==> config.mk <==
export PLATFORM = sky130hd
export DESIGN_NAME = fifo_rd_ctrl
export DESIGN_NICKNAME = d
export VERILOG_FILES = /design/src/rtl/fifo_pkg.sv /design/src/rtl/ptr_eq_cmp.sv /design/src/rtl/fifo_rd_ctrl.sv
export SDC_FILE = /design/constraint.sdc
export NUM_CORES = 1
export LEC_CHECK = 0
export CAP_MARGIN = 20
export CORE_UTILIZATION = 47
export DETAILED_ROUTE_END_ITERATION = 16
export GPL_TIMING_DRIVEN = 0
export PLACE_DENSITY = 0.81
export SYNTH_ARGS = -nofsm -noshare
export SYNTH_HDL_FRONTEND = slang
export SYNTH_SLANG_ARGS = --single-unit
==> constraint.sdc <==
create_clock -name i_clk -period 2.8 [get_ports i_clk]
set_clock_uncertainty 0.05 [all_clocks]
set_input_delay 0.56 -clock i_clk [delete_from_list [all_inputs] [get_ports i_clk]]
set_output_delay 0.56 -clock i_clk [all_outputs]
set_load 0.02 [all_outputs]
==> src/rtl/fifo_pkg.sv <==
// fifo_pkg: shared widths, pointer-width helper and output-buffer state encoding
// for the small synchronous FIFO.
package fifo_pkg;
   localparam int AW_DEF = 2;
   localparam int DW_DEF = 8;
   localparam int PW_DEF = AW_DEF + 1;
   typedef enum logic [1:0] {S0 = 2'd0, S1 = 2'd1, S2 = 2'd2} buf_st_t;
   function automatic int ptr_w(input int aw);
      return aw + 1;
   endfunction
endpackage

==> src/rtl/ptr_eq_cmp.sv <==
// ptr_eq_cmp: unsigned W-bit equality / greater-than comparator built as a
// bitwise compare chain, the higher differing bit overriding lower ones.
module ptr_eq_cmp #(
   parameter int W = fifo_pkg::PW_DEF
) (
   input  logic [W-1:0] i_a,
   input  logic [W-1:0] i_b,
   output logic         o_eq,
   output logic         o_gt
);
   always_comb begin
      o_eq = 1'b1;
      o_gt = 1'b0;
      for (int i = 0; i < W; i++) begin
         o_gt = (i_a[i] & ~i_b[i]) | (~(i_a[i] ^ i_b[i]) & o_gt);
         o_eq = o_eq & ~(i_a[i] ^ i_b[i]);
      end
   end
endmodule

==> src/rtl/fifo_rd_ctrl.sv <==
// fifo_rd_ctrl: read-side FIFO controller with a 2-entry registered output buffer.
// Define FIFO_RD_ERR_EN to enable the sticky overrun flag o_err.
module fifo_rd_ctrl
   import fifo_pkg::*;
#(
   parameter int AW = AW_DEF,
   parameter int DW = DW_DEF
) (
   input  logic          i_clk,
   input  logic          i_rst_n,
   input  logic [AW:0]   i_wr_ptr,
   output logic          o_mem_re,
   output logic [AW-1:0] o_mem_raddr,
   input  logic [DW-1:0] i_mem_rdata,
   output logic [DW-1:0] o_dout,
   output logic          o_dout_vld,
   input  logic          i_dout_rdy,
   output logic [AW:0]   o_rd_ptr,
   output logic          o_empty,
   output logic [AW:0]   o_level,
   output logic          o_err
);
   localparam int PW = ptr_w(AW);
   logic [PW-1:0] r_rd_ptr;
   logic          r_pend;
   logic          r_vld;
   buf_st_t       r_state;
   logic [DW-1:0] r_buf0;
   logic [DW-1:0] r_buf1;
   logic [PW-1:0] w_level;
   logic          w_lvl_eq;
   logic          w_lvl_gt;
   logic          w_pop;
   logic [1:0]    w_occ;
   assign w_level     = i_wr_ptr - r_rd_ptr;
   assign w_pop       = r_vld & i_dout_rdy;
   // words held or arriving next cycle once this cycle's pop has left
   assign w_occ       = r_state + {1'b0, r_pend} - {1'b0, w_pop};
   assign o_mem_re    = i_rst_n & w_lvl_gt & ~w_occ[1];
   assign o_mem_raddr = r_rd_ptr[AW-1:0];
   assign o_rd_ptr    = r_rd_ptr;
   assign o_level     = w_level;
   assign o_empty     = w_lvl_eq;
   assign o_dout      = r_buf0;
   assign o_dout_vld  = r_vld;
   ptr_eq_cmp #(.W(PW)) u_empty (
      .i_a  (w_level),
      .i_b  ({PW{1'b0}}),
      .o_eq (w_lvl_eq),
      .o_gt (w_lvl_gt)
   );
   always_ff @(posedge i_clk or negedge i_rst_n) begin
      if (!i_rst_n) begin
         r_rd_ptr <= '0;
         r_pend   <= 1'b0;
         r_vld    <= 1'b0;
         r_state  <= S0;
         r_buf0   <= '0;
         r_buf1   <= '0;
      end else begin
         if (o_mem_re) r_rd_ptr <= r_rd_ptr + PW'(1);
         r_pend <= o_mem_re;
         case (r_state)
            S0: if (r_pend) begin
               r_buf0  <= i_mem_rdata;
               r_state <= S1;
               r_vld   <= 1'b1;
            end
            S1: if (w_pop && r_pend) begin
               r_buf0 <= i_mem_rdata;
            end else if (w_pop) begin
               r_state <= S0;
               r_vld   <= 1'b0;
            end else if (r_pend) begin
               r_buf1  <= i_mem_rdata;
               r_state <= S2;
            end
            S2: if (w_pop) begin
               r_buf0  <= r_buf1;
               r_state <= S1;
            end
            default: begin
               r_state <= S0;
               r_vld   <= 1'b0;
            end
         endcase
      end
   end
`ifdef FIFO_RD_ERR_EN
   logic w_ovr_eq;
   logic w_ovr_gt;
   logic r_err;
   // level > DEPTH  <=>  level >= DEPTH + 1
   ptr_eq_cmp #(.W(PW)) u_ovr (
      .i_a  (w_level),
      .i_b  (PW'((1 << AW) + 1)),
      .o_eq (w_ovr_eq),
      .o_gt (w_ovr_gt)
   );
   always_ff @(posedge i_clk or negedge i_rst_n) begin
      if (!i_rst_n) r_err <= 1'b0;
      else if (w_ovr_eq || w_ovr_gt) r_err <= 1'b1;
   end
   assign o_err = r_err;
`else
   assign o_err = 1'b0;
`endif
endmodule

==> results.toml <==
[cells_and_area]
insertedDiodeCount = 0
n_fill_cell = 181
nets = 156
drive_gt1_share_pct = 40.15
stdcell_count = 165
final_cell_mix = "clkdlybuf4s50_1 (25), mux2_2 (24), dfrtp_1 (23), buf_4 (7), inv_1 (6)"
final_area_sq_um = 1664
multi_input_area_sq_um = 609.3
utilization_pct = 72.44
synthToLayoutAreaGrowth_pct = 38.83
regArea_sq_um = 575.6
layout_commonest_cell = "clkdlybuf4s50_1"

[place]
pre_cts_slack_ps = -872.2
placed_area_sq_um = 1562
numPortBuffers = 32
dp_hpwl_um = 1580
routabilityCongestion = 0.7350
dp.cells = 156

[timing]
min_period_ps = 2740
setup_violations = 0
finalHoldViolCount = 0
setup_tns_ps = 0
finalMaxSlewViolations = 0
hold_slack_ps = 249.3
max_freq_ghz = 0.3650
finalCritPeriodShare_pct = 97.84
setup_slack_ps = 60.37

[worst_hold_path]
min_path_type = "in2async"

[critical_path]
ff2ff_path_depth = 8
required_ps = 2190
critPathCapture = "o_mem_re"
timing.rr.start = "o_rd_ptr[0]"
crit_fanout = 4
crit_start = "i_dout_rdy"
start_kind = "input pin"
crit_type = "in2out"
critPathArrivalTime_ps = 2130
r2r_slack_ps = 520
rr_endpoint = "o_rd_ptr[1]"
end_kind = "primary output"

[global_route]
grt_antenna_before_repair = 0
grt_pass1_vias = 825
grt_start_max_net_pins = 26
grt_overflow_total = 0
grt_usage_pct = 18.24
grt_pass1_wl_um = 3539

[die]
die_w_um = 52.50
die_h_um = 52.50
start_util_pct = 52.18
dieArea_sq_um = 2756
core_sq_um = 2297
fp-row-count = 17
ios = 34

[pwr]
p_switching_mw = 0.8249
p_seq_share_pct = 30.5
combPwrFrac_pct = 62.2
p_leak_nw = 0.7477
pwr_density_cell_nw_per_um2 = 1253
pwr-share-clk_pct = 7.3
finalPower_mw = 2.085
switching_share_pct = 39.57
p_int_mw = 1.260
peakVddDrop_mv = 0.7505

[yosys]
netlist_instances = 96
syn_area_sq_um = 1199
seq_area_frac_synth_pct = 48.02
yosysWarnings = 0
syn_nets = 114
ys_seq_elements = 23
avgSynthCellArea_sq_um = 12.49
synthDistinctLibCells = 30

[detailed_routing]
num_vias = 852
drt-pass1-iter-count = 4
ant_nets = 0
routed_via_density = 5.164
wl_met2_um = 1150
drc = 0
drt-wirelength-per-cell_um = 13.72
wl_met1_um = 999
wl_met3_um = 76
drt_wl_total_um = 2263
top_layer = "met4"
drt_iter0_drc = 3

[cts]
numCtsBuffers = 3
htree_levels = 1
cts_buffer_depth = 2
cts_root_buf = "clkbuf_4"
cts_tree = "built"
cts.clk_slew.worst_paths_ps = 130
clock_latency_ps = 310
cts_sinks = 23

[status]
status = "completed"

[run]
maxCapViolCount = 0
[flip-flops by register name (all words and copies together), names as in the netlist]
| signal | cells |
|---|---|
| o_dout | 8 |
| o_dout_vld | 1 |
| o_rd_ptr | 3 |
| r_buf1 | 8 |
| r_pend | 1 |
| r_state | 2 |
[area by class of cell]
cell class	instances	area share, %
repair buffers	37	21.65
clock buffers	4	1.579
inverters	8	1.805
plain buffers	4	1.654
multi-input cells	61	36.62
flip-flops and latches	23	34.59
well taps	28	2.105
[power groups by stage]
stage | sequential, mW | combinational (mW) | clock [mW]
floorplan | 0.724 | 0.688 | 0
global placement | 0.626 | 1.19 | 0
detailed placement | 0.640 | 1.22 | 0
CTS | 0.638 | 1.27 | 0.159
global route | 0.658 | 1.40 | 0.166
finish | 0.635 | 1.30 | 0.152
[worst max-delay path, cell delays in order]
cell and delay, ps:
clkdlybuf4s50_1 490, nand2_2 90, inv_2 70, ha_1 180, xor2_2 200, xnor2_2 170
o211ai_2 160, inv_2 90, buf_6 110
[how the worst min path moves through the flow]
stage,from,to,slack (ps),cells past startpoint
after floorplan,i_rst_n,o_dout[0],210,0
after global placement,r_buf1[6],r_buf1[6],430,1
after detailed placement,r_buf1[7],r_buf1[7],440,1
after CTS,r_buf1[0],r_buf1[0],470,1
after global routing,i_rst_n,r_pend,280,1
final,i_rst_n,r_pend,250,1
[synthesized netlist by cell type (all sizes together)]
master	instances	area [sq um]
o211ai	1	12.51
nand3b	2	15.01
inv	8	30.03
nand2	6	22.52
nor2b	2	15.02
buf	4	27.52
o22ai	1	6.260
xnor2	4	42.55
and2	1	6.260
o21ai	2	21.27
a21oi	3	18.77
fa	1	20.02
and2b	1	10.01
dfrtp	23	575.6
nor2	2	7.510
nand2b	1	6.260
xor2	1	8.760
conb	1	3.750
ha	3	37.54
nand3	2	15.01
nand4	1	6.260
mux2	25	285.3
nor3	1	5.000
[routing by layer]
metal,vias to the layer above,track usage [%]
met5,-,0
met4,0,9.211
met2,20,29.32
li1,403,-
met3,4,4.058
met1,425,22.85
[cells by family (layout without fill, tap and decap cells)]
logic type      after synthesis  count (layout)  share of synthesized area, %
mux                          25              25                         23.80
xor+xnor                      5               5                         4.281
other cells                   1               1                        0.3129
fa+ha+maj                     4               4                         4.802
buf+inv                      12              53                         4.801
simple gates                 19              19                         9.082
flops                        23              23                         48.02
compound gates                7               7                         4.906
[repair_timing]
| item | 4_1_cts | 5_1_grt |
|---|---|---|
| cloned | 0 | 0 |
| pin swaps | 5 | 4 |
| hold buffers | 0 | 0 |
| resized for setup | 19 | 5 |
| buffers inserted | 3 | 1 |
| endpoints found under the setup margin | 4 | 4 |
(Power assumes the default switching activity.)
==> variant (config.mk and constraints unchanged) <==
Put a register stage on the output `o_level`, without a reset. The value now appears one clock later. The other outputs are not delayed to match.
--- a/src/rtl/fifo_rd_ctrl.sv
+++ b/src/rtl/fifo_rd_ctrl.sv
@@ -39,7 +39,9 @@
    assign o_mem_re    = i_rst_n & w_lvl_gt & ~w_occ[1];
    assign o_mem_raddr = r_rd_ptr[AW-1:0];
    assign o_rd_ptr    = r_rd_ptr;
-   assign o_level     = w_level;
+   always_ff @(posedge i_clk) begin
+      o_level <= w_level;
+   end
    assign o_empty     = w_lvl_eq;
    assign o_dout      = r_buf0;
    assign o_dout_vld  = r_vld;
Function: changed (a bounded check fails within 4 cycles, from zero or initial values and one cycle with i_rst_n low).
==> variant against the original RTL <==
Core utilization is 1.9 points lower; area after synthesis rose by 5.0%; setup slack better by 0.020 ns; total power up 8.6%; wire length increased by 11%; sequential cell count grew 3; final area up 5.9%; final cell count up 3.6%.
==> variant: results (changes against the original RTL) <==
For the number of global-route vias before repair, the log shows 862 (+4.5%). The critical-path maximum fanout is 3 (-1), and the pre-CTS worst setup slack is -0.852 ns (+0.0202 ns). By area the synthesized netlist is led by dfrtp_1 46%, mux2_2 21%, dfxtp_1 4.8%. The tools report the violation count after the first detailed-route iteration as 7 (+4).

The run finished with clean final reports. The routability-driven placement congestion ratio was 0.726 (-1.2%); the filler cell count was 188 (+3.9%). The async set-reset flop share out of synthesis came out at 88.5% (-12 points). For the static leakage, the log shows 0.794 nW (+6.2%). The logs give 2.11 ns (-0.02 ns) for the arrival time of data at the critical path endpoint and 4.00 mm (+13%) for the global-route wire length before repair. The tools report the final wirelength as 2.52 mm (+11%). The total half-perimeter wirelength after legalization and detailed placement was 1.65 mm (+4.2%); the total routing resource utilization after global routing was 20.0% (+1.7 points). The number of setup buffers added after CTS is 4 (+1), and the register share of total power is 31.1% (+0.6 points). The logs give 0.0802 ns (+0.0199 ns) for the smallest setup slack after layout and 0.55 ns (+0.03 ns) for the worst setup slack for register-to-register paths. Sequential-to-total area share from yosys stat: 50.5% (+2.5 points). Overall via count from detail_route: 885 (+3.9%). The power of the sequential group is 0.000705 W (+11%), and the worst-case vdd ir drop is 0.811 mV (+8.0%).

The logs give 117 (+2.6%) for the synthesized netlist net count and 18 (+1) for the number of core rows.
==> variant: metrics by stage <==
stage	instances	instance area, µm²
after floorplan	99	1260
after global placement	161	1620
after detailed placement	161	1620
after CTS	169	1720
after global routing	171	1760
final	171	1760
==> variant: worst min-delay path by stage <==
stage                     end  slack [ns]  cells past startpoint
floorplan           o_dout[0]        0.21                      0
global placement    r_buf1[7]        0.43                      1
detailed placement  r_buf1[3]        0.44                      1
CTS                 r_buf1[3]        0.47                      1
global route        r_buf1[3]        0.20                      1
finish              r_buf1[3]        0.20                      1
==> variant: logic make-up after synthesis <==
family                     synth area share (%)
adders and majority gates                  4.57
xor gates and xnor gates                   4.08
and+or+nand+nor                            8.65
DFF                                        50.5
AOI/OAI and AO/OA                          4.67
muxes                                      22.7
other                                     0.298
buffers and inverters                      4.57
==> variant: final cells by class <==
| cell class | count | share of cell area (%) |
|---|---|---|
| flip-flops and latches | 26 | 36.1 |
| multi-input cells | 61 | 33.9 |
| repair buffers | 38 | 21.6 |
| well taps | 30 | 2.13 |
| clock inverters | 1 | 1.70 |
| inverters | 8 | 1.70 |
| plain buffers | 4 | 1.56 |
| clock buffers | 3 | 1.28 |
==> variant: worst register-to-register path: cells and delay by family, from the launching register on <==
| family | cells | cell delay [ns] |
|---|---|---|
| muxes | 1 | 0.30 |
| xor gates and xnor gates | 2 | 0.36 |
| buffers and inverters | 2 | 0.29 |
| AOI/OAI and AO/OA | 1 | 0.13 |
| adders and majority gates | 2 | 0.55 |
| DFF | 1 | 0.46 |
==> variant: per-layer routing <==
metal  global-route usage, %  share of wire (%)
met1                    25.9                 42
met2                    32.9                 54
met3                    2.82                3.1
met4                    8.77                1.1
met5                       0                  0
